$ cat config.mk
export PLATFORM = sky130hd
export DESIGN_NAME = disp_ram_rd_streamer_flat
export DESIGN_NICKNAME = d
export VERILOG_FILES = /design/src/rtl/disp_ram_rd_streamer_if.sv /design/src/rtl/disp_ram_rd_streamer.sv /design/src/flat_wrapper.sv
export SDC_FILE = /design/constraint.sdc
export NUM_CORES = 1
export LEC_CHECK = 0
export ABC_AREA = 1
export CAP_MARGIN = 20
export CELL_PAD_IN_SITES_DETAIL_PLACEMENT = 0
export CELL_PAD_IN_SITES_GLOBAL_PLACEMENT = 2
export CORE_MARGIN = 4
export CORE_UTILIZATION = 38
export DETAILED_ROUTE_END_ITERATION = 10
export GPL_ROUTABILITY_DRIVEN = 0
export PLACE_DENSITY_LB_ADDON = 0.1
export REMOVE_ABC_BUFFERS = 1
export SYNTH_ARGS = -nofsm -noshare
export SYNTH_HDL_FRONTEND = slang
export SYNTH_SLANG_ARGS = --single-unit
$ cat constraint.sdc
create_clock -name clk -period 4 [get_ports clk]
set_input_delay 0.4 -clock clk [delete_from_list [all_inputs] [get_ports clk]]
set_output_delay 0.4 -clock clk [all_outputs]
set_load 0.005 [all_outputs]
$ cat src/rtl/disp_ram_rd_streamer_if.sv
// Bundle of the command, RAM read-port, output-stream and status signals
// of the display RAM read streamer.
// The slave modport is the streamer's view. The master modport is the
// view of the surrounding logic, which issues commands, returns RAM data
// and consumes the output stream.
interface disp_ram_rd_streamer_if #(
   parameter int DATA_W = 32,
   parameter int ADDR_W = 10
);
   logic              cmd_valid;
   logic              cmd_ready;
   logic [ADDR_W-1:0] cmd_addr;
   logic [ADDR_W:0]   cmd_len;
   logic              ram_en;
   logic [3:0]        ram_we;
   logic [ADDR_W-1:0] ram_addr;
   logic [DATA_W-1:0] ram_dout;
   logic              m_valid;
   logic              m_ready;
   logic [DATA_W-1:0] m_data;
   logic              m_last;
   logic              busy;
   logic              done;

   modport master (
      output cmd_valid, cmd_addr, cmd_len, ram_dout, m_ready,
      input  cmd_ready, ram_en, ram_we, ram_addr, m_valid, m_data, m_last, busy, done
   );

   modport slave (
      input  cmd_valid, cmd_addr, cmd_len, ram_dout, m_ready,
      output cmd_ready, ram_en, ram_we, ram_addr, m_valid, m_data, m_last, busy, done
   );
endinterface

$ cat src/rtl/disp_ram_rd_streamer.sv
// Display RAM read streamer.
// It accepts one (address, length) command and reads consecutive RAM words,
// wrapping the address. It streams the words out through a small FIFO.
// Reads are only issued when the FIFO is guaranteed room for them: the
// words still in flight plus the words already buffered must stay below
// the FIFO depth. Because of this credit rule the FIFO never overflows.
// The bus interface widths must match DATA_W/ADDR_W.
module disp_ram_rd_streamer #(
   parameter int DATA_W     = 32,
   parameter int ADDR_W     = 10,
   parameter int RD_LATENCY = 2,
   parameter int FIFO_DEPTH = 4
) (
   input logic                   clk,
   input logic                   rst,
   disp_ram_rd_streamer_if.slave bus
);
   localparam int PTR_W = (FIFO_DEPTH > 1) ? $clog2(FIFO_DEPTH) : 1;
   localparam int CNT_W = $clog2(FIFO_DEPTH + 1);
   localparam logic [PTR_W-1:0]  PTR_MAX = PTR_W'(FIFO_DEPTH - 1);
   localparam logic [CNT_W:0]    DEPTH_L = (CNT_W + 1)'(FIFO_DEPTH);
   localparam logic [ADDR_W:0]   LEN_ONE = (ADDR_W + 1)'(1);
   localparam logic [ADDR_W:0]   LEN_ZERO = '0;

   typedef enum logic [1:0] {IDLE, RUN, DRAIN} state_t;

   state_t            state_reg, state_next;
   logic [ADDR_W-1:0] addr_reg;
   logic [ADDR_W:0]   remaining_reg;
   logic              done_reg;
   logic              vld_pipe  [RD_LATENCY];
   logic              last_pipe [RD_LATENCY];
   logic [DATA_W-1:0] data_mem  [FIFO_DEPTH];
   logic              last_mem  [FIFO_DEPTH];
   logic [PTR_W-1:0]  wr_ptr_reg, rd_ptr_reg;
   logic [CNT_W-1:0]  count_reg;
   logic [CNT_W-1:0]  inflight;
   logic              accept, issue, issue_last, push, pop, fifo_valid, last_hs;

   assign accept     = bus.cmd_valid && bus.cmd_ready;
   assign push       = vld_pipe[RD_LATENCY-1];
   assign fifo_valid = (count_reg != '0);
   assign pop        = fifo_valid && bus.m_ready;
   assign last_hs    = pop && last_mem[rd_ptr_reg];
   assign issue_last = issue && (remaining_reg == LEN_ONE);

   // Number of reads issued whose data has not yet reached the FIFO
   always_comb begin
      inflight = '0;
      for (int i = 0; i < RD_LATENCY; i++) begin
         inflight = inflight + CNT_W'(vld_pipe[i]);
      end
   end

   // Next-state and read-issue decision
   always_comb begin
      state_next = state_reg;
      issue      = 1'b0;
      case (state_reg)
         IDLE: begin
            if (accept && (bus.cmd_len != LEN_ZERO)) begin
               state_next = RUN;
            end
         end
         RUN: begin
            if ((remaining_reg != LEN_ZERO) &&
                (({1'b0, inflight} + {1'b0, count_reg}) < DEPTH_L)) begin
               issue = 1'b1;
               if (remaining_reg == LEN_ONE) begin
                  state_next = DRAIN;
               end
            end
         end
         DRAIN: begin
            if (last_hs) begin
               state_next = IDLE;
            end
         end
         default: state_next = IDLE;
      endcase
   end

   // FSM state register
   always_ff @(posedge clk or posedge rst) begin
      if (rst) begin
         state_reg <= IDLE;
      end else begin
         state_reg <= state_next;
      end
   end

   // Address/length counters and the completion pulse
   always_ff @(posedge clk or posedge rst) begin
      if (rst) begin
         addr_reg      <= '0;
         remaining_reg <= '0;
         done_reg      <= 1'b0;
      end else begin
         done_reg <= (accept && (bus.cmd_len == LEN_ZERO)) || ((state_reg == DRAIN) && last_hs);
         if (accept) begin
            addr_reg      <= bus.cmd_addr;
            remaining_reg <= bus.cmd_len;
         end else if (issue) begin
            addr_reg      <= addr_reg + 1'b1;
            remaining_reg <= remaining_reg - 1'b1;
         end
      end
   end

   // Shift pipeline that follows each read until its data appears on ram_dout
   for (genvar gi = 0; gi < RD_LATENCY; gi++) begin : g_pipe
      if (gi == 0) begin : g_head
         // The first stage captures the read being issued this cycle
         always_ff @(posedge clk or posedge rst) begin
            if (rst) begin
               vld_pipe[gi]  <= 1'b0;
               last_pipe[gi] <= 1'b0;
            end else begin
               vld_pipe[gi]  <= issue;
               last_pipe[gi] <= issue_last;
            end
         end
      end else begin : g_tail
         // Later stages shift the tag along, one stage per cycle
         always_ff @(posedge clk or posedge rst) begin
            if (rst) begin
               vld_pipe[gi]  <= 1'b0;
               last_pipe[gi] <= 1'b0;
            end else begin
               vld_pipe[gi]  <= vld_pipe[gi-1];
               last_pipe[gi] <= last_pipe[gi-1];
            end
         end
      end
   end

   // FIFO storage: capture returning RAM data with its last tag
   always_ff @(posedge clk) begin
      if (push) begin
         data_mem[wr_ptr_reg] <= bus.ram_dout;
         last_mem[wr_ptr_reg] <= last_pipe[RD_LATENCY-1];
      end
   end

   // FIFO pointers and occupancy; a simultaneous push and pop keeps the count
   always_ff @(posedge clk or posedge rst) begin
      if (rst) begin
         wr_ptr_reg <= '0;
         rd_ptr_reg <= '0;
         count_reg  <= '0;
      end else begin
         if (push) begin
            wr_ptr_reg <= (wr_ptr_reg == PTR_MAX) ? '0 : wr_ptr_reg + 1'b1;
         end
         if (pop) begin
            rd_ptr_reg <= (rd_ptr_reg == PTR_MAX) ? '0 : rd_ptr_reg + 1'b1;
         end
         case ({push, pop})
            2'b10:   count_reg <= count_reg + 1'b1;
            2'b01:   count_reg <= count_reg - 1'b1;
            default: count_reg <= count_reg;
         endcase
      end
   end

   // cmd_ready is gated by rst so that it reads 0 while reset is held
   assign bus.cmd_ready = (state_reg == IDLE) && !rst;
   assign bus.busy      = (state_reg != IDLE);
   assign bus.done      = done_reg;
   assign bus.ram_en    = issue;
   assign bus.ram_we    = 4'b0000;
   assign bus.ram_addr  = addr_reg;
   assign bus.m_valid   = fifo_valid;
   assign bus.m_data    = data_mem[rd_ptr_reg];
   assign bus.m_last    = fifo_valid && last_mem[rd_ptr_reg];
endmodule
$ cat src/flat_wrapper.sv
// flat-port wrapper written by rule: the top's interface ports become plain ports
module disp_ram_rd_streamer_flat 
#(
   parameter int DATA_W     = 32,
   parameter int ADDR_W     = 10,
   parameter int RD_LATENCY = 2,
   parameter int FIFO_DEPTH = 4
)
  (clk, rst, bus_cmd_valid, bus_cmd_addr, bus_cmd_len, bus_ram_dout, bus_m_ready, bus_cmd_ready, bus_ram_en, bus_ram_we, bus_ram_addr, bus_m_valid, bus_m_data, bus_m_last, bus_busy, bus_done);
  disp_ram_rd_streamer_if #(.DATA_W(DATA_W), .ADDR_W(ADDR_W)) bus_i ();
  input logic clk;
  input logic rst;
  input wire logic [$bits(bus_i.cmd_valid)-1:0] bus_cmd_valid;
  input wire logic [$bits(bus_i.cmd_addr)-1:0] bus_cmd_addr;
  input wire logic [$bits(bus_i.cmd_len)-1:0] bus_cmd_len;
  input wire logic [$bits(bus_i.ram_dout)-1:0] bus_ram_dout;
  input wire logic [$bits(bus_i.m_ready)-1:0] bus_m_ready;
  output wire logic [$bits(bus_i.cmd_ready)-1:0] bus_cmd_ready;
  output wire logic [$bits(bus_i.ram_en)-1:0] bus_ram_en;
  output wire logic [$bits(bus_i.ram_we)-1:0] bus_ram_we;
  output wire logic [$bits(bus_i.ram_addr)-1:0] bus_ram_addr;
  output wire logic [$bits(bus_i.m_valid)-1:0] bus_m_valid;
  output wire logic [$bits(bus_i.m_data)-1:0] bus_m_data;
  output wire logic [$bits(bus_i.m_last)-1:0] bus_m_last;
  output wire logic [$bits(bus_i.busy)-1:0] bus_busy;
  output wire logic [$bits(bus_i.done)-1:0] bus_done;
  assign bus_i.cmd_valid = bus_cmd_valid;
  assign bus_i.cmd_addr = bus_cmd_addr;
  assign bus_i.cmd_len = bus_cmd_len;
  assign bus_i.ram_dout = bus_ram_dout;
  assign bus_i.m_ready = bus_m_ready;
  assign bus_cmd_ready = bus_i.cmd_ready;
  assign bus_ram_en = bus_i.ram_en;
  assign bus_ram_we = bus_i.ram_we;
  assign bus_ram_addr = bus_i.ram_addr;
  assign bus_m_valid = bus_i.m_valid;
  assign bus_m_data = bus_i.m_data;
  assign bus_m_last = bus_i.m_last;
  assign bus_busy = bus_i.busy;
  assign bus_done = bus_i.done;
  disp_ram_rd_streamer #(.DATA_W(DATA_W), .ADDR_W(ADDR_W), .RD_LATENCY(RD_LATENCY), .FIFO_DEPTH(FIFO_DEPTH)) u_core (.clk(clk), .rst(rst), .bus(bus_i));
endmodule
==> results of run 1 <==
final timing paths:
| check | start | end | slack, ps | depth (start not counted) |
|---|---|---|---|---|
| hold reg to reg | u_core.last_pipe[1]$_DFF_PP0_ | u_core.last_pipe[0]$_DFF_PP0_ | 350 | 0 |
| hold / removal | u_core.last_pipe[1]$_DFF_PP0_ | u_core.last_pipe[0]$_DFF_PP0_ | 350 | 0 |
| max in group asynchronous | rst | u_core.rd_ptr_reg[0]$_DFFE_PP0P_ | 3200 | 3 |
| setup reg to reg | u_core.wr_ptr_reg[0]$_DFFE_PP0P_ | u_core.data_mem[2][27]$_DFFE_PP_ | 1880 | 5 |
| min in group asynchronous | rst | u_core.state_reg[0]$_DFFE_PP0P_ | 440 | 3 |
| setup / recovery | u_core.rd_ptr_reg[1]$_DFFE_PP0P_ | bus_m_data[0] | 1000 | 5 |
through the flow:
step,cells,total power [mW],hold WS [ps]
2_1_floorplan,614,3.91,331
3_3_place_gp,956,5.15,336
3_5_place_dp,956,5.18,337
4_1_cts,988,6.76,359
5_1_grt,988,7.18,377
6_report,988,6.65,355
area by class of cell:
class | count | area, µm² | share of cell area
Clock inverter | 15 | 154 | 0.0172
Inverter | 37 | 141 | 0.0158
Multi-Input combinational cell | 410 | 2020 | 0.225
Clock buffer | 17 | 425 | 0.0474
Tap cell | 229 | 287 | 0.0319
Timing Repair Buffer | 113 | 1110 | 0.124
Sequential cell | 167 | 4840 | 0.539
cell families (layout without fill, tap and decap cells):
| family | after synthesis | count (layout) | share of synthesized area |
|---|---|---|---|
| adders and majority gates | 13 | 13 | 0.0238 |
| and+or+nand+nor | 268 | 268 | 0.159 |
| AOI/OAI and AO/OA | 118 | 118 | 0.0885 |
| buffers and inverters | 70 | 182 | 0.0445 |
| DFF | 167 | 167 | 0.676 |
| other | 1 | 4 | 0.000523 |
| xor gates and xnor gates | 7 | 7 | 0.00856 |
routing by layer:
metal | up-vias | wire, µm | GRT usage
met3 | 27 | 589 | 0.0334
li1 | 2436 | - | -
met4 | 0 | 319 | 0.0627
met1 | 2295 | 6860 | 0.186
met5 | - | 0 | 0
met2 | 98 | 8220 | 0.271
power by group:
part | leakage (nW) | total (mW) | switching, mW | internal (mW)
logic | 1.47 | 2.57 | 1.47 | 1.11
clock network | 0.284 | 1.56 | 0.728 | 0.833
registers | 1.65 | 2.51 | 0.197 | 2.32
worst max-delay path, stage by stage (launching register included):
cell	delay [ps]
dfrtp_1	370
inv_1	670
buf_4	300
o21ai_0	100
o22ai_1	190
clkdlybuf4s50_1	550
cell usage after synthesis:
cell type	count	area [µm²]
nand4_1	1	6.26
a21oi_1	1	5.00
nand2_2	2	12.5
inv_1	34	128
dfrtp_1	35	876
buf_6	3	33.8
inv_2	2	7.51
clkbuf_1	17	63.8
o22ai_1	32	200
nand3_1	47	235
xor2_1	5	43.8
ha_1	12	150
nor2_4	2	22.5
o21ai_0	79	395
nor3_1	2	10.0
conb_1	1	3.75
inv_4	1	6.26
nor2_2	2	12.5
nand2_4	1	11.3
nor4_1	2	12.5
fa_1	1	20.0
nand3b_1	2	15.0
nor2_1	85	319
and2_1	1	6.26
o21bai_1	1	7.51
a31oi_1	1	6.26
buf_4	6	45.0
or2_2	2	12.5
edfxtp_1	132	3960
nand2_1	118	443
buf_2	7	35.0
xnor2_1	2	17.5
o21ai_1	4	20.0
nand3_4	1	17.5
==> impl_metrics.py, run 1 <==
metrics = {
    "timing": {
        "min_period_over_period": 0.751,
        "setup_ws_ps": 995,
        "rsz0062_at_grt": "false",
        "min_period_ps": 3000,
        "hold_viol": 0,
        "relSlewSlack": 0.372,
        "worst_slew_pin_slew_ps": 941,
        "finClkSkew_ps": 9.25,
        "fin_setup_tns_ps": 0,
        "setup_viol": 0,
        "max_freq_mhz": 333,
        "drv_slew": 0,
    },
    "layout": {
        "fill_cells": 1654,
        "area_growth_pct": 25.3,
        "drive_gt1_frac": 0.0738,
        "postLayoutCellArea_um2": 8970,
        "n_antenna_cell": 0,
        "final_nets": 816,
        "final_common_cell": "edfxtp_1",
        "final_cell_mix": "132 x edfxtp_1, 118 x nand2_1, 104 x clkdlybuf4s50_1",
        "largest_register_ffs": 128,
        "utilization": 0.491,
    },
    "placed_design": {
        "dpl_cell_area_um2": 8390,
        "port_buffers": 104,
        "hpwl_um": 9700,
        "place_ws_ps": 1420,
    },
    "global_routing": {
        "antenna_found_initial": 0,
        "grt_first_pass_wirelength_um": 25600,
        "grtUsageTotal": 0.155,
        "gr-total-overflow": 0,
        "grt_pass1_vias": 4936,
        "grt_max_degree": 69,
    },
    "floorplanning": {
        "num_rows": 49,
        "io_pins": 109,
        "die_area_um2": 21100,
        "die_w_um": 145,
        "initial_core_util": 0.392,
        "core_area_um2": 18300,
        "die_h_um": 145,
    },
    "clock_network": {
        "cts-resized-gates": 0,
        "cts_root_buffer": "clkbuf_16",
        "htreeDepth": 4,
        "cts.sinks": 167,
        "cts_setup_buffers": 0,
        "clkTransAtPathRegs_ps": 70,
        "clkLatencyLatePin_ps": 420,
        "cts_tree": "built",
        "clockBufferDepth": 2,
        "cts-buffers-inserted": 17,
        "holdBufCountCts": 0,
    },
    "synth": {
        "yosysWarnings": 0,
        "syn_avg_cell_area_um2": 11.1,
        "ys_seq_elements": 167,
        "ys_seq_area_frac": 0.676,
        "syn_inst": 644,
        "yosysUniqueCellTypes": 34,
        "synth_area_um2": 7160,
    },
    "worst_setup_path": {
        "critPathCaptureType": "output port",
        "worstPathMaxFanout": 26,
        "start_kind": "register",
        "arrival_ps": 2600,
        "criticalPathCategory": "reg2out",
        "critPathRequiredTime_ps": 3600,
    },
    "pwr": {
        "ir_drop_mv": 0.308,
        "leakagePower_nw": 3.40,
        "p_per_area_nw_per_um2": 741,
    },
    "flow_run": {
        "maxCapViolations": 0,
    },
    "drt": {
        "drt_iter0_markers": 155,
        "wl_um": 16000,
        "vias_per_cell": 4.91,
        "drc": 0,
        "wl_per_cell_um": 16.2,
        "first_pass_iters": 4,
        "vias": 4856,
        "antenna_left": 0,
    },
    "worst_hold_path": {
        "hold_class": "reg2reg",
    },
    "status": {
        "outcome": "completed",
    },
}
Note: power is estimated with default switching activity, not from simulation.
==> inputs of run 2 (changes only) <==
- CORE_UTILIZATION: 38 -> 32
- clock period: 4 -> 2.5 ns (I/O delays scaled with it)
==> impl_metrics.py, run 2 (synthesis results as in run 1) <==
metrics = {
    "status": {
        "outcome": "completed",
    },
    "timing": {
        "relSlewSlack": 0.637,
        "finClkSkew_ps": 7.94,
        "fin_setup_tns_ps": 0,
        "rsz0062_at_grt": "false",
        "setup_viol": 0,
        "min_period_ps": 2400,
        "drv_slew": 0,
        "max_freq_mhz": 417,
        "worst_slew_pin_slew_ps": 545,
        "min_period_over_period": 0.960,
        "hold_viol": 0,
    },
    "drt": {
        "wl_um": 17100,
        "drt_iter0_markers": 311,
        "vias": 4931,
        "antenna_left": 0,
        "drc": 0,
        "vias_per_cell": 4.70,
        "wl_per_cell_um": 16.3,
        "first_pass_iters": 4,
    },
    "layout": {
        "area_growth_pct": 28.0,
        "n_antenna_cell": 0,
        "stdcell_count": 1049,
        "drive_gt1_frac": 0.0858,
        "final_common_cell": "edfxtp_1",
        "fill_cells": 2070,
        "final_cell_mix": "132 x edfxtp_1, 118 x nand2_1, 103 x clkdlybuf4s50_1",
        "final_nets": 827,
        "largest_register_ffs": 128,
    },
    "global_routing": {
        "antenna_found_initial": 0,
        "grt_first_pass_wirelength_um": 26700,
        "gr-total-overflow": 0,
        "grt_max_degree": 47,
        "grtUsageTotal": 0.141,
        "grt_pass1_vias": 4995,
    },
    "pwr": {
        "leakagePower_nw": 3.44,
        "totalPowerFinal_mw": 11.0,
        "ir_drop_mv": 0.449,
        "p_per_area_nw_per_um2": 1200,
    },
    "clock_network": {
        "clkTransAtPathRegs_ps": 60,
        "cts-buffers-inserted": 17,
        "clkLatencyLatePin_ps": 420,
        "cts.sinks": 167,
        "cts_root_buffer": "clkbuf_16",
        "clockBufferDepth": 2,
        "htreeDepth": 4,
        "holdBufCountCts": 0,
        "cts_tree": "built",
    },
    "floorplanning": {
        "initial_core_util": 0.327,
        "num_rows": 54,
        "die_h_um": 158,
        "die_area_um2": 24800,
        "core_area_um2": 21900,
        "die_w_um": 158,
        "io_pins": 109,
    },
    "worst_setup_path": {
        "arrival_ps": 2150,
        "start_kind": "register",
        "critPathRequiredTime_ps": 2250,
        "critPathCaptureType": "output port",
        "criticalPathCategory": "reg2out",
        "worstPathMaxFanout": 46,
    },
    "flow_run": {
        "maxCapViolations": 0,
    },
    "placed_design": {
        "port_buffers": 104,
        "hpwl_um": 11000,
        "dp.cells": 1017,
    },
    "worst_hold_path": {
        "hold_class": "in2async",
    },
}
==> run 2: what timing repair did <==
| action | in CTS | in global routing |
|---|---|---|
| endpoints found under the setup margin | 4 | 8 |
| resized for setup | 3 | 4 |
| setup buffers | 1 | 0 |
==> run 2: report_power, final <==
part           switching [mW]  internal, mW
Combinational            2.45          1.92
Sequential              0.332          3.71
Clock                    1.09          1.50
Total                    3.87          7.13
==> run 2: path summary, 6_finish.rpt <==
| check | from | endpoint | slack (ps) | cells after the start |
|---|---|---|---|---|
| max in group asynchronous | rst | u_core.push$_DFF_PP0_ | 1820 | 3 |
| min in group clk | u_core.last_pipe[1]$_DFF_PP0_ | u_core.last_pipe[0]$_DFF_PP0_ | 360 | 0 |
| hold / removal | rst | u_core.bus.done$_DFF_PP0_ | 310 | 3 |
| hold reg to reg | u_core.last_pipe[1]$_DFF_PP0_ | u_core.last_pipe[0]$_DFF_PP0_ | 360 | 0 |
| setup reg to reg | u_core.count_reg[0]$_DFFE_PP0P_ | u_core.count_reg[2]$_DFFE_PP0P_ | 510 | 10 |
| setup / recovery | u_core.rd_ptr_reg[0]$_DFFE_PP0P_ | bus_m_data[9] | 100 | 4 |
==> run 2: worst max-delay path, stage by stage, from the launching register on <==
cell	delay, ps
dfrtp_2	460
buf_8	290
o21ai_0	140
o22ai_1	260
clkdlybuf4s50_1	560
==> run 2: area by class of cell <==
cell class / instances / area [µm²] / share of cell area
timing repair buffer: 124 / 1230 / 0.134
inverter: 37 / 144 / 0.0157
clock inverter: 13 / 161 / 0.0176
clock buffer: 18 / 429 / 0.0468
sequential: 167 / 4840 / 0.528
tap: 280 / 350 / 0.0382
multi-input combinational: 410 / 2020 / 0.220
==> run 2: layer usage <==
layer	vias up	global-route usage	share of wire
met5	-	0	0
met3	10	0.0287	0.031
li1	2471	-	-
met1	2364	0.169	0.44
met4	0	0.0356	0.0078
met2	86	0.259	0.52
==> run 2: per-stage QoR <==
step                hold slack, ps  utilization  cell area (µm²)  setup WS, ps
floorplan                      331            -             7000          -312
global placement               340        0.391             8560           286
detailed placement             352        0.391             8560           281
CTS                            313        0.418             9160          42.1
global route                   387        0.419             9170          12.4
finish                         309        0.419             9170          99.9
